**config.mk**
```make
export PLATFORM = sky130hd
export DESIGN_NAME = bht_update_gen
export DESIGN_NICKNAME = d
export VERILOG_FILES = /design/src/rtl/bht_update_gen.sv
export SDC_FILE = /design/constraint.sdc
export NUM_CORES = 1
export LEC_CHECK = 0
export ABC_AREA = 1
export CAP_MARGIN = 20
export CELL_PAD_IN_SITES_DETAIL_PLACEMENT = 1
export CELL_PAD_IN_SITES_GLOBAL_PLACEMENT = 2
export CORE_UTILIZATION = 41
export CTS_CLUSTER_SIZE = 24
export DETAILED_ROUTE_END_ITERATION = 7
export PLACE_DENSITY_LB_ADDON = 0.1
export RECOVER_POWER = 25
export SLEW_MARGIN = 15
export SYNTH_ARGS = -nofsm -noshare
export SYNTH_HDL_FRONTEND = slang
export SYNTH_SLANG_ARGS = --single-unit
```
**constraint.sdc**
```tcl
create_clock -name clk_i -period 7.3 [get_ports clk_i]
set_input_delay 2.19 -clock clk_i [delete_from_list [all_inputs] [get_ports clk_i]]
set_output_delay 2.19 -clock clk_i [all_outputs]
set_load 0.02 [all_outputs]
```
**src/rtl/bht_update_gen.sv**
```systemverilog
// Purpose: buffers resolved branch outcomes as speculative entries, promotes them on commit and drains them to the BHT.
// Latency: commit_i in cycle N gives bht_update_o valid in cycle N+2; one update per cycle at most.
// Backpressure: resolve_ready_o drops when the buffer is full. A resolution offered while full is dropped. The BHT never stalls us.
//
// Ports:
//   clk_i, rst_ni       clock, asynchronous active-low reset
//   flush_i             squash all speculative (uncommitted) entries
//   debug_mode_i        block new allocations; commit and drain continue
//   resolve_valid_i     a conditional branch resolved this cycle
//   resolve_pc_i        PC of that branch
//   resolve_taken_i     direction of that branch
//   resolve_ready_o     buffer not full; depends on state only
//   commit_i            the oldest speculative entry has committed
//   bht_update_o        registered {valid, pc[VLEN-1:0], taken}; same bit layout as ariane_pkg::bht_update_t
//   spec_cnt_o          registered count of speculative entries
module bht_update_gen #(
    parameter int DEPTH = 4,
    parameter int VLEN  = 64
) (
    input  logic                   clk_i,
    input  logic                   rst_ni,
    input  logic                   flush_i,
    input  logic                   debug_mode_i,
    input  logic                   resolve_valid_i,
    input  logic [VLEN-1:0]        resolve_pc_i,
    input  logic                   resolve_taken_i,
    output logic                   resolve_ready_o,
    input  logic                   commit_i,
    output logic [VLEN+1:0]        bht_update_o,
    output logic [$clog2(DEPTH):0] spec_cnt_o
);

    localparam int IW = $clog2(DEPTH);
    localparam int PW = IW + 1;
    localparam logic [PW-1:0] FULL_CNT = PW'(DEPTH);

    // Each pointer carries a wrap bit above the index. Full means the indices
    // match and the wrap bits differ. Empty means all bits match.
    logic [PW-1:0] rd_ptr_q, rd_ptr_d;
    logic [PW-1:0] cm_ptr_q, cm_ptr_d;
    logic [PW-1:0] wr_ptr_q, wr_ptr_d;
    logic [PW-1:0] spec_cnt_q, spec_cnt_d;

    logic            upd_vld_q, upd_vld_d;
    logic [VLEN-1:0] upd_pc_q, upd_pc_d;
    logic            upd_taken_q, upd_taken_d;

    logic [VLEN-1:0] ent_pc_q    [DEPTH];
    logic            ent_taken_q [DEPTH];

    logic [PW-1:0] used_cnt;
    logic [PW-1:0] spec_now;
    logic [PW-1:0] comm_now;
    logic          full;
    logic          alloc;
    logic          do_commit;
    logic          do_drain;
    logic [IW-1:0] wr_idx;
    logic [IW-1:0] rd_idx;

    always_comb begin
        used_cnt  = wr_ptr_q - rd_ptr_q;
        spec_now  = wr_ptr_q - cm_ptr_q;
        comm_now  = cm_ptr_q - rd_ptr_q;
        full      = (used_cnt == FULL_CNT);
        wr_idx    = wr_ptr_q[IW-1:0];
        rd_idx    = rd_ptr_q[IW-1:0];
        // A flush also kills a same-cycle resolution.
        alloc     = resolve_valid_i && !full && !debug_mode_i && !flush_i;
        // Uses the count at the start of the cycle, so an entry allocated in
        // this cycle cannot be committed in this cycle.
        do_commit = commit_i && (spec_now != '0);
        do_drain  = (comm_now != '0);
    end

    assign resolve_ready_o = !full;

    always_comb begin
        cm_ptr_d = cm_ptr_q + PW'(do_commit);
        // The flush takes effect after the commit, so the committing entry survives.
        if (flush_i) begin
            wr_ptr_d = cm_ptr_d;
        end else begin
            wr_ptr_d = wr_ptr_q + PW'(alloc);
        end
        rd_ptr_d   = rd_ptr_q + PW'(do_drain);
        spec_cnt_d = wr_ptr_d - cm_ptr_d;

        // When idle, only valid drops. The pc and taken fields keep their last value.
        upd_vld_d   = do_drain;
        upd_pc_d    = upd_pc_q;
        upd_taken_d = upd_taken_q;
        if (do_drain) begin
            upd_pc_d    = ent_pc_q[rd_idx];
            upd_taken_d = ent_taken_q[rd_idx];
        end
    end

    always_ff @(posedge clk_i or negedge rst_ni) begin
        if (!rst_ni) begin
            rd_ptr_q    <= '0;
            cm_ptr_q    <= '0;
            wr_ptr_q    <= '0;
            spec_cnt_q  <= '0;
            upd_vld_q   <= 1'b0;
            upd_pc_q    <= '0;
            upd_taken_q <= 1'b0;
        end else begin
            rd_ptr_q    <= rd_ptr_d;
            cm_ptr_q    <= cm_ptr_d;
            wr_ptr_q    <= wr_ptr_d;
            spec_cnt_q  <= spec_cnt_d;
            upd_vld_q   <= upd_vld_d;
            upd_pc_q    <= upd_pc_d;
            upd_taken_q <= upd_taken_d;
        end
    end

    // The payload storage has no reset. An entry is only read after it has been written.
    always_ff @(posedge clk_i) begin
        if (alloc) begin
            ent_pc_q[wr_idx]    <= resolve_pc_i;
            ent_taken_q[wr_idx] <= resolve_taken_i;
        end
    end

    assign bht_update_o = {upd_vld_q, upd_pc_q, upd_taken_q};
    assign spec_cnt_o   = spec_cnt_q;

endmodule

```
==> results of run 1 <==
[worst max-delay path by stage]
stage	depth (start not counted)	slack, ns	end	start
after floorplan	3	1.58	ent_pc_q[0][0]	debug_mode_i
final	7	2.20	resolve_ready_o	rd_ptr_q[1]
after global routing	7	2.00	resolve_ready_o	rd_ptr_q[1]
after CTS	7	2.12	resolve_ready_o	rd_ptr_q[1]
after detailed placement	5	2.41	ent_pc_q[0][10]	flush_i
after global placement	5	2.42	ent_pc_q[0][16]	flush_i
[layout make-up]
cell class / count / share of cell area [%]
clock buffer: 49 / 6.20
clock inverter: 16 / 0.422
inverter: 28 / 0.652
multi-input combinational: 732 / 20.2
sequential: 338 / 59.9
tap: 442 / 3.39
timing repair buffer: 155 / 9.30
[report_power, final]
| part | total (mW) | switching, mW | internal (mW) |
|---|---|---|---|
| clock network | 1.70 | 0.728 | 0.968 |
| registers | 2.65 | 0.218 | 2.43 |
| logic | 3.06 | 2.04 | 1.03 |
[tightest hold or removal path, stage by stage (launching register included)]
cell,delay [ns]
dfrtp_1,0.34
nand4_1,0.09
nand2_1,0.07
[metal layers]
| metal | wire length [um] | track usage, % |
|---|---|---|
| met2 | 17000 | 35.9 |
| met1 | 14500 | 26.5 |
| met5 | 13 | 0 |
| met4 | 452 | 4.50 |
| met3 | 1420 | 3.15 |
[stage by stage]
stage	area, um2	hold slack [ns]	power (mW)
2_1_floorplan	13500	0.498	4.75
3_3_place_gp	15200	0.513	5.75
3_5_place_dp	15200	0.514	5.83
4_1_cts	16300	0.533	7.55
5_1_grt	16300	0.559	7.97
6_report	16300	0.523	7.41
[cell families (layout without fill, tap and decap cells)]
family	count (synthesis)	in the layout
AO/OA/AOI/OAI	135	135
XOR/XNOR	3	3
adder cells (fa/ha/maj)	14	14
buffers and inverters	103	248
flip-flops	338	338
AND/OR/NAND/NOR	580	580
[registers in the layout (all words and copies together), names as in the netlist]
signal / flops
spec_cnt_o: 3
rd_ptr_q: 3
ent_taken_q: 4
cm_ptr_q: 3
wr_ptr_q: 3
ent_pc_q: 256
upd_taken_q: 1
upd_vld_q: 1
upd_pc_q: 64
[cell usage after synthesis]
master | instances | area [um2]
edfxtp_1 | 260 | 7810
inv_1 | 23 | 86.3
or2_2 | 1 | 6.26
ha_1 | 13 | 163
nor2_1 | 266 | 998
clkbuf_1 | 11 | 41.3
o21ai_0 | 106 | 531
nand4_1 | 65 | 407
nor3b_1 | 1 | 7.51
buf_2 | 43 | 215
buf_6 | 3 | 33.8
xnor2_1 | 1 | 8.76
nand3_2 | 1 | 10.0
xor2_1 | 1 | 8.76
a21oi_1 | 2 | 10.0
dfrtp_1 | 78 | 1950
buf_4 | 14 | 105
nand2_2 | 2 | 12.5
nand3_1 | 4 | 20.0
buf_1 | 2 | 7.51
o21ai_1 | 27 | 135
inv_2 | 5 | 18.8
clkbuf_2 | 2 | 10.0
xnor2_2 | 1 | 16.3
fa_1 | 1 | 20.0
nand2_1 | 240 | 901
==> results_dict.tcl, run 1 <==
set metrics [dict create \
    rr_worst_depth 11 \
    start_util_pct 41.6 \
    dp_hpwl_um 18700 \
    r2r_start "rd_ptr_q[1]" \
    htree_levels 2 \
    multi_input_area_mm2 0.00329 \
    synthCells 1173 \
    grt_usage_pct 20.4 \
    synth_fa_ha_area_share_pct 1.35 \
    r2r_setup_slack_ns 3.37 \
    drc_errors 0 \
    utilization_pct 50.1 \
    antenna_left 0 \
    period_share_pct 69.9 \
    tightestPinTransition_ns 2.25 \
    critPathArrivalTime_ns 2.91 \
    drv_cap 1 \
    crit_fanout 67 \
    setup_tns_ns 0 \
    rsz0062_at_grt "false" \
    synth_mux_area_share_pct 0 \
    hold_buffers 0 \
    vias_per_cell 5.09 \
    syn-num-nets 1258 \
    hold_viol_final 0 \
    grt_pass1_vias 9625 \
    worst_r2r_endpoint "rd_ptr_q[2]" \
    drt_iter0_markers 396 \
    layout_commonest_cell "nor2_1" \
    die_height_um 184 \
    netlist_area_mm2 0.0135 \
    wire_per_inst_um 19.0 \
    yosys_warnings 0 \
    path_clk_slew_ns 0.05 \
    cp.required_ns 5.11 \
    cp-start-kind "flip-flop" \
    synth_xor_area_share_pct 0.250 \
    core_mm2 0.0325 \
    worst_setup_path_end_kind "output port" \
    synth_top_family_by_area "simple AND/OR/NAND/NOR gates" \
    cts.sinks 338 \
    cp_slowest_cell "buf_4" \
    critPathKind "reg -> out" \
    die_area_mm2 0.0337 \
    hold_path_depth 2 \
    fin_ws_ns 2.20 \
    grt_start_max_net_pins 74 \
    drt-total-wl_um 33400 \
    p_leak_nw 6.26 \
    root_buffer "clkbuf_16" \
    place_congestion 0.760 \
    irDropWorstVdd_uv 586 \
    cts_tree "yes" \
    synth.yosys.seq_area_share_pct 72.1 \
    fin_skew_ns 0.0108 \
    crit_chain "buf_4, inv_2, ha_1, a21oi_1, nand2_1, nand3_1, clkdlybuf4s50_1" \
    max_freq_mhz 196 \
    worst-path-buf-inv 3 \
    num_vias 8966 \
    clock_latency_ns 0.51 \
    portBuffers 140 \
    setup_viol 0 \
    critPathTopFamily "buffers and inverters" \
    antenna_found_initial 1 \
    status "finished, violations left" \
    drive_above_1_share_pct 5.92 \
    cts_resized 0 \
    layout.area.seq_mm2 0.00976 \
    nNetsFinal 1377 \
    die_w_um 184 \
    synth-compound-area-share_pct 4.99 \
    dp.cells 1694 \
    ys_types 26 \
    hold_class "reg -> reg" \
    failed_checks "capacitance limit, slew limit" \
    core.rowCount 66 \
    worst_hold_path.endpoint "upd_pc_q[48]" \
    n_fill_cell 3480 \
    synth_simple_gate_area_share_pct 17.5 \
    grt_pass1_wl_um 53200 \
    drv_slew 36 \
    hp-start "upd_pc_q[48]" \
    firstDrtPassIters 4 \
    cts_made_buffers 37 \
    diodes 0 \
    power_density_mw_per_mm2 454 \
    io_pins 141 \
    critPathMaxStageDelay_ns 0.65 \
    synth.avg_cell_area_um2 11.5 \
    final_cell_mix "nor2_1, edfxtp_1, nand2_1" \
    place_ws_ns 2.41 \
    period_minus_slack_ns 5.10 \
    grt-ovfl-total 0 \
    clk_path_buf_depth 3 \
    ys_ff_latch 338 \
    layout-area-overhead-vs-synth_pct 20.5 \
    relSlewSlack_pct -50.2 \
    postCtsSetupRepairBufs 0 \
    fin_cells 1760 \
]
(Power assumes the default switching activity.)
==> run 2: changes to the inputs <==
Settings changed: CORE_UTILIZATION 41 to 34.
Clock period 7.3 ns to 4.2 ns, I/O delays scaled along.
==> results_dict.tcl, run 2 (synthesis results as in run 1) <==
set metrics [dict create \
    status "complete, no violations" \
    nNetsFinal 1386 \
    die_area_mm2 0.0406 \
    regMostFlops "ent_pc_q" \
    dp_hpwl_um 19700 \
    core.rowCount 72 \
    crit_fanout 6 \
    die_w_um 201 \
    path_clk_slew_ns 0.06 \
    cts_resized 0 \
    setup_tns_ns 0 \
    firstDrtPassIters 4 \
    wire_per_inst_um 19.0 \
    fin_skew_ns 0.00892 \
    critPathKind "reg -> out" \
    drc_errors 0 \
    grt-ovfl-total 0 \
    layout_commonest_cell "nor2_1" \
    place_ws_ns 0.594 \
    largest_register_ffs 256 \
    grt_usage_pct 17.9 \
    portBuffers 140 \
    layout-area-overhead-vs-synth_pct 23.8 \
    die_height_um 201 \
    n_fill_cell 4194 \
    clock_latency_ns 0.55 \
    cts.sinks 338 \
    setup.worst_path.start "wr_ptr_q[1]" \
    setup_viol 0 \
    grt_start_max_net_pins 97 \
    postCtsSetupRepairBufs 0 \
    hp-start "upd_pc_q[44]" \
    drive_above_1_share_pct 6.68 \
    drv_slew 0 \
    period_share_pct 86.0 \
    cts_made_buffers 40 \
    fin_ws_ns 0.589 \
    cp.required_ns 2.94 \
    critPathArrivalTime_ns 2.35 \
    rsz0062_at_grt "false" \
    relSlewSlack_pct 35.4 \
    p_leak_nw 6.41 \
    power_density_mw_per_mm2 805 \
    vias_per_cell 4.78 \
    drt-total-wl_um 35300 \
    grt_pass1_wl_um 55700 \
    htree_levels 2 \
    cp-start-kind "flip-flop" \
    top_regs "ent_pc_q (256), upd_pc_q (64), ent_taken_q (4)" \
    start_util_pct 34.8 \
    final_cell_mix "nor2_1, edfxtp_1, nand2_1" \
    core_mm2 0.0389 \
    grt_pass1_vias 9520 \
    hold_class "reg -> reg" \
    io_pins 141 \
    irDropWorstVdd_uv 613 \
    num_vias 8855 \
    cts_tree "yes" \
    max_freq_mhz 277 \
    hold_buffers 0 \
    antenna_found_initial 3 \
    place_congestion 0.716 \
    r2r_start "rd_ptr_q[1]" \
    layout.area.seq_mm2 0.00976 \
    drv_cap 0 \
    period_minus_slack_ns 3.61 \
    root_buffer "clkbuf_16" \
    antenna_left 0 \
    worst_setup_path_end_kind "output port" \
    tightestPinTransition_ns 0.970 \
    drt_iter0_markers 327 \
    multi_input_area_mm2 0.00329 \
    clk_path_buf_depth 3 \
    hold_viol_final 0 \
]
==> run 2: cell types whose count changed in the layout (fill, tap and decap cells not counted), sizes merged <==
cell / before / now
clkbuf: 51 / 58
clkinvlp: 0 / 1
clkdlybuf4s50: 101 / 92
diode: 0 / 2
dlygate4sd3: 38 / 47
bufinv: 0 / 3
buf: 14 / 22
clkinv: 17 / 13
==> run 2: final cells by class <==
cell class,instances,share of cell area [%]
Multi-Input combinational cell,732,19.6
Clock buffer,58,6.81
Clock inverter,16,0.933
Inverter,28,0.635
Tap cell,518,3.87
Antenna cell,2,0.0299
Sequential cell,338,58.3
Timing Repair Buffer,161,9.81
==> run 2: worst paths after layout <==
kind	end	slack [ns]	depth (start not counted)
setup / recovery	resolve_ready_o	0.59	5
setup reg to reg	rd_ptr_q[2]	1.10	10
hold reg to reg	upd_pc_q[44]	0.52	2
max in group asynchronous	upd_pc_q[48]	2.59	2
min in group asynchronous	upd_pc_q[0]	0.83	1
hold / removal	upd_pc_q[44]	0.52	2
==> run 2: where the power goes <==
group / internal (mW) / switching (mW) / leakage, nW
Clock: 2.07 / 1.37 / 0.624
Combinational: 1.85 / 3.69 / 2.51
Sequential: 4.23 / 0.285 / 3.27
==> run 2: through the flow <==
stage	utilization, %	instances	hold WS [ns]	cell area, um2	total power [mW]
global route	43.1	1852	0.550	16800	14.5
floorplan	-	1173	0.498	13500	8.25
finish	43.1	1853	0.523	16800	13.5
detailed placement	39.7	1777	0.515	15500	10.3
CTS	43.0	1851	0.534	16800	13.8
global placement	39.7	1777	0.516	15500	10.2
==> run 2: critical path: stages, from the launching register on <==
cell	delay, ns
dfrtp_1	0.48
ha_1	0.36
a21oi_1	0.16
nand2_1	0.07
nand3_1	0.12
clkdlybuf4s50_1	0.63
==> run 2: layer usage <==
layer	GRT usage, %	wire length (um)	part of all wire (%)
met5	0	13	0.037
met4	5.09	658	1.9
met3	3.17	1200	3.4
met2	30.2	17200	49
met1	23.5	16300	46
==> run 3: changes to the inputs <==
Settings changed: GPL_TIMING_DRIVEN from default to 0.
==> results_dict.tcl, run 3 (synthesis results as in run 1) <==
set metrics [dict create \
    setup.worst_path.start "rd_ptr_q[1]" \
    drt-total-wl_um 37900 \
    worst_setup_path_end_kind "output port" \
    worst_r2r_endpoint "spec_cnt_o[2]" \
    tightestPinTransition_ns 2.97 \
    wire_per_inst_um 19.8 \
    htree_levels 2 \
    final_cell_mix "nor2_1, edfxtp_1, nand2_1" \
    hold_viol_final 0 \
    p_leak_nw 6.63 \
    core_mm2 0.0389 \
    cts.sinks 338 \
    period_share_pct 89.2 \
    relSlewSlack_pct -97.9 \
    drv_cap 1 \
    hold_class "reg -> reg" \
    drive_above_1_share_pct 10.3 \
    power_density_mw_per_mm2 807 \
    fin_ws_ns 0.454 \
    cts_made_buffers 39 \
    clk_path_buf_depth 3 \
    drv_slew 45 \
    core.rowCount 72 \
    r2r_setup_slack_ns 1.01 \
    firstDrtPassIters 4 \
    irDropWorstVdd_uv 345 \
    cp-start-kind "flip-flop" \
    critPathMaxStageDelay_ns 0.63 \
    drc_errors 0 \
    root_buffer "clkbuf_16" \
    multi_input_area_mm2 0.00328 \
    failed_checks "capacitance limit, slew limit" \
    start_util_pct 34.8 \
    path_clk_slew_ns 0.06 \
    grt_pass1_vias 9782 \
    critPathKind "reg -> out" \
    die_area_mm2 0.0406 \
    regMostFlops "ent_pc_q" \
    fin_skew_ns 0.0170 \
    layout-area-overhead-vs-synth_pct 26.4 \
    hold_buffers 0 \
    vias_per_cell 4.81 \
    layout.area.seq_mm2 0.00976 \
    cp_slowest_cell "clkdlybuf4s50_1" \
    crit_chain "inv_2, ha_1, a21oi_1, nand2_1, nand3_1, clkdlybuf4s50_1" \
    max_freq_mhz 267 \
    cp.required_ns 2.94 \
    rsz0062_at_grt "false" \
    top_regs "ent_pc_q (256), upd_pc_q (64), ent_taken_q (4)" \
    antenna_found_initial 6 \
    portBuffers 140 \
    place_ws_ns 0.267 \
    nNetsFinal 1451 \
    total_power_mw 13.8 \
    grt_pass1_wl_um 58500 \
    setup_viol 0 \
    period_minus_slack_ns 3.75 \
    crit_fanout 13 \
    layout_commonest_cell "nor2_1" \
    antenna_left 0 \
    whs_ns 0.532 \
    num_vias 9217 \
    r2r_start "rd_ptr_q[1]" \
    place_congestion 0.730 \
    postCtsSetupRepairBufs 0 \
    rr_worst_depth 16 \
    grt_usage_pct 19.2 \
    grt_start_max_net_pins 46 \
    grt-ovfl-total 0 \
    drt_iter0_markers 404 \
    largest_register_ffs 256 \
    io_pins 141 \
    die_height_um 201 \
    cts_tree "yes" \
    critPathArrivalTime_ns 2.49 \
    n_fill_cell 4205 \
    die_w_um 201 \
    clock_latency_ns 0.55 \
    dp_hpwl_um 24600 \
    cp-endpoint "resolve_ready_o" \
    status "finished, violations left" \
]
==> run 3: cell types whose count changed in the layout (fill, tap and decap cells not counted), moves of 3 or more <==
cell,before,now
buf_2,0,43
clkinv_2,2,10
dlygate4sd3_1,47,28
buf_6,0,3
buf_16,0,5
clkbuf_8,3,0
clkdlybuf4s50_1,92,111
clkinv_1,10,4
clkbuf_1,13,24
==> run 3: report_power, final <==
group	internal (mW)	total, mW	switching (mW)
combinational	2.13	6.06	3.94
clock	1.86	3.21	1.35
sequential	4.23	4.54	0.310
total	8.22	13.8	5.60
==> run 3: worst min path at each step <==
| stage | startpoint | to | slack (ns) | depth (start not counted) |
|---|---|---|---|---|
| floorplan | upd_taken_q | upd_taken_q | 0.50 | 2 |
| global placement | upd_pc_q[47] | upd_pc_q[47] | 0.52 | 2 |
| detailed placement | upd_pc_q[33] | upd_pc_q[33] | 0.52 | 2 |
| CTS | upd_pc_q[33] | upd_pc_q[33] | 0.54 | 2 |
| global route | upd_pc_q[54] | upd_pc_q[54] | 0.57 | 2 |
| finish | upd_pc_q[61] | upd_pc_q[61] | 0.53 | 2 |
==> run 3: layout make-up <==
class	instances	share of cell area, %
clock inverters	18	0.753
clock buffers	54	6.28
repair buffers	153	9.90
well taps	518	3.79
multi-input cells	732	19.2
flip-flops and latches	338	57.0
inverters	28	0.614
diodes	2	0.0293
plain buffers	74	2.39
==> run 3: repair_timing <==
action	CTS	global route
setup endpoints to repair	1	0
resized for setup	0	0
hold endpoints to repair	0	0
==> run 3: critical path: cells and delay by family (launching register included) <==
family | cells | cell delay (ns)
flip-flops | 1 | 0.42
adder cells (fa/ha/maj) | 1 | 0.31
AO/OA/AOI/OAI | 1 | 0.16
AND/OR/NAND/NOR | 2 | 0.17
buffers and inverters | 2 | 0.86
==> run 3: routing by layer <==
layer | up-vias | GRT usage (%) | share of wire (%)
met5 | - | 0 | 0.079
met4 | 4 | 4.22 | 1.5
met3 | 47 | 4.10 | 4.1
met2 | 160 | 32.2 | 49
met1 | 4591 | 25.3 | 46
li1 | 4415 | - | -
==> run 3: through the flow <==
| stage | utilization (%) | std cells | setup TNS, ns | cell area [um2] |
|---|---|---|---|---|
| after detailed placement | 40.9 | 1844 | 0 | 15900 |
| final | 44.0 | 1917 | 0 | 17100 |
| after global placement | 40.0 | 1831 | -1198.93 | 15600 |
| after floorplan | - | 1173 | -161.18 | 13500 |
| after global routing | 43.9 | 1915 | 0 | 17100 |
| after CTS | 44.0 | 1915 | 0 | 17100 |
==> variant (config.mk and constraints of run 2) <==
The output `spec_cnt_o` loses its register stage (`spec_cnt_q` becomes a continuous assignment).
--- a/src/rtl/bht_update_gen.sv
+++ b/src/rtl/bht_update_gen.sv
@@ -102,5 +102,4 @@
             cm_ptr_q    <= '0;
             wr_ptr_q    <= '0;
-            spec_cnt_q  <= '0;
             upd_vld_q   <= 1'b0;
             upd_pc_q    <= '0;
@@ -110,5 +109,4 @@
             cm_ptr_q    <= cm_ptr_d;
             wr_ptr_q    <= wr_ptr_d;
-            spec_cnt_q  <= spec_cnt_d;
             upd_vld_q   <= upd_vld_d;
             upd_pc_q    <= upd_pc_d;
@@ -116,4 +114,6 @@
         end
     end
+
+    assign spec_cnt_q = spec_cnt_d;
 
     // The payload storage has no reset. An entry is only read after it has been written.
Check against the original RTL: not equivalent (Yosys sat finds a counterexample within 4 cycles, from zero or initial values and one cycle with rst_ni low).
==> variant against run 2 <==
The flow now finishes with violations (capacitance limit, slew limit, setup timing). Non-clock buffer count up 31. Synthesized cell count down 0.26%. Sequential cell count down 3. Design area up 0.87%. Total power up 2.6%. Clock power down 6.4%. Sequential power down 1%. Synthesized area down 0.78%. Routed wire length up 2.0%. Via count up 1.9%. Sequential share of layout area down 0.94 points. Setup slack worse by 0.66 ns. Critical path type unchanged.
==> variant: results (changes against run 2) <==
[run_status]
status=complete, but fails checks
violations=capacitance limit, slew limit, setup timing

[layout]
final_net_count=1412  ; +1.9%
insertedDiodeCount=0  ; -2

[drt]
wl_per_cell_um=19.19  ; +0.77%
routed_wl_mm=35.98  ; +2.0%
dr.first_iter.drc_count=380  ; +16%
num_vias=9027  ; +1.9%

[timing]
setup_viol=2  ; +2
setup_tns_ns=-0.09166  ; -0.09166 ns
final.setup_skew_ns=0.009139  ; +0.0002168 ns
fin_ws_ns=-0.07249  ; -0.6619 ns
slew_violations=47  ; +47
worst_pin_slew_ns=1.555  ; +0.5853 ns

[logic_synthesis]
synth_cell_type_count=23  ; -12%
synth_area_per_cell_um2=11.48  ; -0.52%
synth_fp_nets=1255  ; -0.24%
synth_top_cells_by_count=266 x nor2_1, 260 x edfxtp_1, 242 x nand2_1
postSynth.asyncResetShare_pct=22.39  ; -0.69 points

[place]
detailedPlace.worstSlack_ns=-1.039  ; -1.633 ns
dpl.hpwl_mm=19.23  ; -2.4%
gp_congestion=0.7253  ; +1.3%
dp_cells=1793  ; +0.90%

[clock_tree]
clkLatencyLatePin_ns=0.52  ; -0.03 ns
cts_buffers=38  ; -5.0%

[global_route]
first_global_vias=9627  ; +1.1%
grt_max_degree=74  ; -24%
grtUsageTotal_pct=18.22  ; +0.35 points

[setup_path]
cp_slowest_stage_delay_ns=0.46  ; -0.17 ns
path_delay_family=adder cells
crit_slowest_cell=dfrtp_2
worstPathArrival_ns=3.01  ; +0.66 ns

[job]
maxCapViolations=1  ; +1

[pwr]
leakage_nw=6.478  ; +1.1%

[min_path]
min-delay-start=upd_pc_q[38]$_DFFE_PN0N_

variant: per-layer routing:
metal	vias up	part of all wire, %	track usage (%)
met5	-	0.10	0
met4	6	1.5	3.871
met3	51	3.6	3.052
met2	148	49	31.73
met1	4504	46	23.81
li1	4318	-	-
variant: tightest hold or removal path, delay by kind of cell, from the launching register on:
family | cells | cell delay [ns]
DFF | 1 | 0.34
and+or+nand+nor | 2 | 0.16
variant: cells by family (layout without fill, tap and decap cells):
kind of cell	after synthesis	in the layout	synth area share (%)
buffers and inverters	103	290	3.728
xor gates and xnor gates	3	3	0.1957
and+or+nand+nor	580	580	17.56
adders and majority gates	14	14	1.361
AOI/OAI and AO/OA	135	135	5.032
DFF	335	335	72.13
variant: area by class of cell:
class                      instances  area, um^2
inverter                          28       106.4
sequential                       335        9691
clock buffer                      53        1081
tap                              518       648.1
multi-input combinational        732        3406
fill                            4162       21920
timing repair buffer             192        1843
clock inverter                    17       128.9
variant: final timing paths:
path	to	slack (ns)	cells after the start
worst max register to register	rd_ptr_q[2]$_DFF_PN0_	1.00	10
worst min-delay path	upd_pc_q[38]$_DFFE_PN0N_	0.53	2
min in group asynchronous	upd_pc_q[1]$_DFFE_PN0N_	1.12	1
max in group asynchronous	rd_ptr_q[0]$_DFF_PN0_	1.95	1
worst min register to register	upd_pc_q[38]$_DFFE_PN0N_	0.53	2
worst max-delay path	spec_cnt_o[1]	-0.07	15
variant: through the flow:
stage / cell area (um^2) / util, % / hold WS (ns)
2_1_floorplan: 13430 / - / 0.4979
3_3_place_gp: 15500 / 39.93 / 0.5118
3_5_place_dp: 15500 / 39.93 / 0.5145
4_1_cts: 16900 / 43.53 / 0.5330
5_1_grt: 16900 / 43.54 / 0.5576
6_report: 16900 / 43.54 / 0.5265
variant: power breakdown:
part           total (mW)  internal (mW)  switching (mW)
logic                6.16           2.18            3.97
clock network        3.22           1.92            1.30
registers            4.47           4.19           0.283
variant: what timing repair did:
action	4_1_cts	5_1_grt
gates resized for setup	51	6
pin swaps	13	4
setup buffers	12	0
endpoints found under the setup margin	3	3
